$ cat src/rtl/psum_unpacker.sv
// Consumer end of the packed partial-sum bus: buffers 4-lane packed words tagged with a
// reduction mode and serializes them into lane results over a valid/ready stream.
module psum_unpacker #(
  parameter int unsigned LANE_W = 16,
  parameter int unsigned DEPTH  = 4
) (
  input  logic                      clk,
  input  logic                      rst,
  input  logic                      in_valid,
  output logic                      in_ready,
  input  logic [1:0]                in_mode,
  input  logic [4*LANE_W-1:0]       in_data,
  output logic                      out_valid,
  input  logic                      out_ready,
  output logic [LANE_W-1:0]         out_data,
  output logic [1:0]                out_lane,
  output logic                      out_last,
  output logic                      mode_err,
  output logic [$clog2(DEPTH):0]    fifo_count
);

  localparam int unsigned PtrW   = $clog2(DEPTH);
  localparam int unsigned CntW   = PtrW + 1;
  localparam int unsigned WordW  = 4 * LANE_W;
  localparam int unsigned EntryW = WordW + 2;
  localparam logic [CntW-1:0] Full = CntW'(DEPTH);
  localparam logic [1:0] ModeIllegal = 2'b10;

  typedef enum logic {StIdle, StEmit} state_e;

  // Index of the final lane emitted for a given mode.
  function automatic logic [1:0] last_lane(input logic [1:0] mode);
    unique case (mode)
      2'b00:   return 2'd3;
      2'b01:   return 2'd1;
      default: return 2'd0;
    endcase
  endfunction

  // Lane slot 0 is bits [LANE_W-1:0]; emission walks slots from high to low.
  function automatic logic [LANE_W-1:0] pick(input logic [WordW-1:0] word,
                                             input logic [1:0] slot);
    unique case (slot)
      2'd0:    return word[LANE_W-1:0];
      2'd1:    return word[2*LANE_W-1:LANE_W];
      2'd2:    return word[3*LANE_W-1:2*LANE_W];
      default: return word[4*LANE_W-1:3*LANE_W];
    endcase
  endfunction

  logic [EntryW-1:0] mem_q [DEPTH];
  logic [PtrW-1:0]   wr_ptr_q, rd_ptr_q;
  logic [CntW-1:0]   count_q, count_d;
  logic              push, pop, load;

  state_e            state_q, state_d;
  logic [WordW-1:0]  word_q, word_d;
  logic [1:0]        wmode_q, wmode_d;
  logic [1:0]        lane_q, lane_d;
  logic              valid_q, valid_d;
  logic [LANE_W-1:0] data_q, data_d;
  logic              last_q, last_d;
  logic              err_q, err_d;

  logic [1:0]        head_mode;
  logic [WordW-1:0]  head_data;
  logic              empty, head_legal;
  logic [1:0]        slot;

  assign head_mode  = mem_q[rd_ptr_q][EntryW-1 -: 2];
  assign head_data  = mem_q[rd_ptr_q][WordW-1:0];
  assign empty      = (count_q == '0);
  assign head_legal = !empty && (head_mode != ModeIllegal);

  // No full-bypass: a same-cycle pop does not open the input.
  assign in_ready = (count_q != Full);
  assign push     = in_valid && in_ready;

  always_comb begin
    state_d = state_q;
    word_d  = word_q;
    wmode_d = wmode_q;
    lane_d  = lane_q;
    valid_d = valid_q;
    data_d  = data_q;
    last_d  = last_q;
    err_d   = 1'b0;
    pop     = 1'b0;
    load    = 1'b0;
    slot    = 2'd0;

    unique case (state_q)
      StIdle: begin
        if (!empty) begin
          if (head_mode == ModeIllegal) begin
            pop   = 1'b1;
            err_d = 1'b1;
          end else begin
            load = 1'b1;
          end
        end
      end
      StEmit: begin
        if (out_ready) begin
          if (lane_q != last_lane(wmode_q)) begin
            lane_d = lane_q + 2'd1;
            slot   = last_lane(wmode_q) - lane_d;
            data_d = pick(word_q, slot);
            last_d = (lane_d == last_lane(wmode_q));
          end else if (head_legal) begin
            load = 1'b1;
          end else begin
            // An illegal head is left for IDLE to discard next cycle.
            valid_d = 1'b0;
            last_d  = 1'b0;
            state_d = StIdle;
          end
        end
      end
      default: state_d = StIdle;
    endcase

    if (load) begin
      pop     = 1'b1;
      word_d  = head_data;
      wmode_d = head_mode;
      lane_d  = 2'd0;
      valid_d = 1'b1;
      slot    = last_lane(head_mode);
      data_d  = pick(head_data, slot);
      last_d  = (last_lane(head_mode) == 2'd0);
      state_d = StEmit;
    end
  end

  always_comb begin
    count_d = count_q;
    unique case ({push, pop})
      2'b10:   count_d = count_q + 1'b1;
      2'b01:   count_d = count_q - 1'b1;
      default: count_d = count_q;
    endcase
  end

  always_ff @(posedge clk) begin
    if (!rst && push) begin
      mem_q[wr_ptr_q] <= {in_mode, in_data};
    end
  end

  always_ff @(posedge clk) begin
    if (rst) begin
      wr_ptr_q <= '0;
      rd_ptr_q <= '0;
      count_q  <= '0;
      state_q  <= StIdle;
      word_q   <= '0;
      wmode_q  <= '0;
      lane_q   <= '0;
      valid_q  <= 1'b0;
      data_q   <= '0;
      last_q   <= 1'b0;
      err_q    <= 1'b0;
    end else begin
      if (push) wr_ptr_q <= wr_ptr_q + 1'b1;
      if (pop)  rd_ptr_q <= rd_ptr_q + 1'b1;
      count_q <= count_d;
      state_q <= state_d;
      word_q  <= word_d;
      wmode_q <= wmode_d;
      lane_q  <= lane_d;
      valid_q <= valid_d;
      data_q  <= data_d;
      last_q  <= last_d;
      err_q   <= err_d;
    end
  end

  assign out_valid  = valid_q;
  assign out_data   = data_q;
  assign out_lane   = lane_q;
  assign out_last   = last_q;
  assign mode_err   = err_q;
  assign fifo_count = count_q;

  a_count_bound: assert property (@(posedge clk) disable iff (rst) count_q <= Full);
  a_no_pop_empty: assert property (@(posedge clk) disable iff (rst) !(pop && empty));

endmodule

$ cat config.mk
export PLATFORM = sky130hd
export DESIGN_NAME = psum_unpacker
export DESIGN_NICKNAME = d
export VERILOG_FILES = /design/src/rtl/psum_unpacker.sv
export SDC_FILE = /design/constraint.sdc
export NUM_CORES = 1
export LEC_CHECK = 0
export ABC_AREA = 1
export CORE_MARGIN = 2
export CORE_UTILIZATION = 54
export DETAILED_ROUTE_END_ITERATION = 12
export GPL_TIMING_DRIVEN = 0
export PLACE_DENSITY_LB_ADDON = 0.15
export SKIP_CTS_REPAIR_TIMING = 1
export SLEW_MARGIN = 20
export SYNTH_ARGS = -nofsm -noshare
export SYNTH_HDL_FRONTEND = slang
export SYNTH_SLANG_ARGS = --single-unit
$ cat constraint.sdc
create_clock -name clk -period 8.35 [get_ports clk]
set_input_delay 1.2525 -clock clk [delete_from_list [all_inputs] [get_ports clk]]
set_output_delay 1.2525 -clock clk [all_outputs]
set_load 0.01 [all_outputs]
==> run summary, run 1 <==
die extent in y: 170 um
CTS sink cnt: 361
Seq/Total Area, Yosys: 0.667
Hold Path Depth: 2
Clock Pin Slew Worst Setup and Hold Paths: 0.06 ns
Net Sw Frac: 0.382
post-synth cell types: 29
clock share of power: 0.268
Post-synth EDFFs: 264
Initial DRC Count: 1079
Int Pwr: 0.00400 W
Synthesized Nets: 1524
sequential power share: 0.366
post-synthesis cell area: 14800 um2
Synth Flop Type: edfxtp_1
Yosys reg bits: 361
met3 routed WL: 2.89 mm
HPWL Detailed: 28.8 mm
Post-Route WL: 40.8 mm
later-pin clock latency in the skew report: 0.53 ns
Final Hold Vio Count: 0
DRT met1 WL: 17.6 mm
Root Driver: clkbuf_16
routed len/inst: 20.8 um
Fin Setup TNS: 0 ns
Gate power share: 0.366
chip width: 170 um
CORE AREA: 27000 um2
commonest non-fill, non-tap cells in the layout: nand2_1, edfxtp_1, nor2_1
number of global-route vias before repair: 10600
Static Leak: 6.68 nW
unrepaired setup endpoints after global routing: false
Min Hold Slack: 0.456 ns
Cell Pwr Density: 365 nW/um2
CP startpoint kind: input pin
Starting Density: 0.549
outcome: finished clean
Clock Tree Buf Depth: 3
Worst Path Max Fanout: 24
ys async rst share: 0
H-tree Lvls: 2
Max-Cap Viols: 0
Period minus WS final: 3.76 ns
Slew @ Worst Pin: 0.940 ns
Max Clk Rate: 266 MHz
met2 WL: 19.3 mm
Tcrit/Tclk final: 0.450
Final Wtd Congestion: 1.01
largest net degree at the start of global routing: 25
initial antenna violation count: 1
IO Count: 95
DRT antenna net count: 0
row count: 60
Register-to-Register Path Depth: 18
top layer in use: met4
die area: 28800 um2
yosys warns: 0
endpoints failing setup: 0
share of cells above drive strength 1: 0.0913
Critical Path AT: 3.98 ns
Layout Skew: 0.0167 ns
vias per inst: 5.69
Setup crit end kind: flip-flop
Sw Pwr: 0.00248 W
maximum vdd drop: 166 uV
Slew HR: 0.367
critical path class: input pin to flip-flop
Post-Syn Area per Cell: 10.2 um2
grt total ovfl: 0
first-pass GRT wire length: 61.6 mm
Vias: 11200
Hold Crit Class: flip-flop to flip-flop
CTS tree: done
Final nets: 1669
commonest non-fill, non-tap cell in the layout: nand2_1
DRC viols: 0
First-pass DRT Iterations: 6
P&R area growth vs syn: 19.9%
pins over their slew limit: 0
GRT Util Overall: 0.286
Worst Path Required: 8.57 ns
CTS buffer count: 37
Gate Count Post-Synth: 1447
number of I/O port buffers: 94
-- metrics by stage --
| step | total power, W | cell area, um2 | setup WS, ns | utilization | instances |
|---|---|---|---|---|---|
| 3_5_place_dp | 0.00472 | 16500 | 4.05 | 0.611 | 1894 |
| 3_3_place_gp | 0.00467 | 16200 | 0.109 | 0.600 | 1882 |
| 4_1_cts | 0.00645 | 17700 | 4.58 | 0.658 | 1962 |
| 5_1_grt | 0.00681 | 17700 | 4.45 | 0.658 | 1962 |
| 6_report | 0.00647 | 17700 | 4.59 | 0.659 | 1963 |
| 2_1_floorplan | 0.00383 | 14800 | 3.33 | - | 1447 |
-- registers in the layout (all words and copies together) (netlist names), named ones only --
name        flops
word_q         64
out_last        1
out_data       16
fifo_count      3
state_q         1
out_valid       1
wr_ptr_q        2
out_lane        2
mem_q         264
rd_ptr_q        2
wmode_q         2
mode_err        1
-- synthesized netlist by cell type (3+ instances only) --
cell type	n	area [um2]
buf_1	7	26.3
o21ai_1	29	145
inv_2	4	15.0
o211ai_1	18	135
buf_2	43	215
nand4_1	6	37.5
a31oi_1	50	313
buf_4	10	75.1
dfxtp_1	97	1940
nand3_1	83	415
inv_1	81	304
ha_1	6	75.1
o21ai_0	147	736
edfxtp_1	264	7930
nand2_1	296	1110
a21oi_1	73	365
nand2_2	3	18.8
nor2_1	188	706
clkbuf_1	27	101
nand3_2	3	30.0
-- critical path, stage by stage --
cell and delay (ns):
clkdlybuf4s50_1 0.52, clkinv_1 0.26, clkbuf_1 0.50, nand3_1 0.43, nor2_4 0.56, buf_16 0.22, buf_12 0.19
-- worst paths after layout --
check / slack, ns / startpoint / endpoint
hold / removal: 0.46 / word_q[59] / word_q[59]
setup reg to reg: 5.03 / out_lane[0] / fifo_count[2]
hold reg to reg: 0.46 / word_q[59] / word_q[59]
setup / recovery: 4.59 / rst / mem_q[1][19]
-- per-layer routing --
layer,track usage,up-vias
li1,-,5281
met1,0.405,5351
met2,0.461,455
met3,0.0478,74
met4,0.0792,0
met5,0,-
-- kinds of logic after synthesis --
family,count (synthesis),synth area share
DFF,361,0.667
buffers and inverters,175,0.0515
AOI/OAI and AO/OA,317,0.114
and+or+nand+nor,586,0.160
adders and majority gates,7,0.00642
xor gates and xnor gates,1,0.000592
-- power groups by stage --
| stage | clock, W | combinational, W | sequential [W] |
|---|---|---|---|
| floorplan | 0 | 0.00147 | 0.00236 |
| global route | 0.00181 | 0.00261 | 0.00239 |
| global placement | 0 | 0.00226 | 0.00241 |
| detailed placement | 0 | 0.00232 | 0.00240 |
| finish | 0.00173 | 0.00237 | 0.00237 |
| CTS | 0.00174 | 0.00234 | 0.00236 |
-- area by class of cell --
class                      instances  area [um2]
tap                              341         427
antenna                            1        2.50
inverter                          86         323
buffer                            89         440
clock inverter                    25         294
timing repair buffer             106        1200
clock buffer                      43         991
fill                            2115        9200
sequential                       361        9870
multi-input combinational        911        4200
No activity file was read; power rests on OpenSTA's default activity.
==> run 2: changes to the inputs <==
==> constraint.sdc (replaced) <==
create_clock -name clk -period 3.7 [get_ports clk]
set_input_delay 0.555 -clock clk [delete_from_list [all_inputs] [get_ports clk]]
set_output_delay 0.555 -clock clk [all_outputs]
set_load 0.01 [all_outputs]
==> results of run 2 <==
Same layout as run 1 (identical final DEF). Status: finished clean.
Main changes from that run: setup slack after placement 4.05 ns -> 0.102 ns; setup slack after layout 4.59 ns -> 0.381 ns; start point of the critical path rst -> out_lane[0]; end point of the critical path mem_q[1][19] -> fifo_count[2]; register-to-register setup slack 5.03 ns -> 0.38 ns; total power 0.00647 W -> 0.0146 W; worst IR drop on VDD 166 uV -> 374 uV
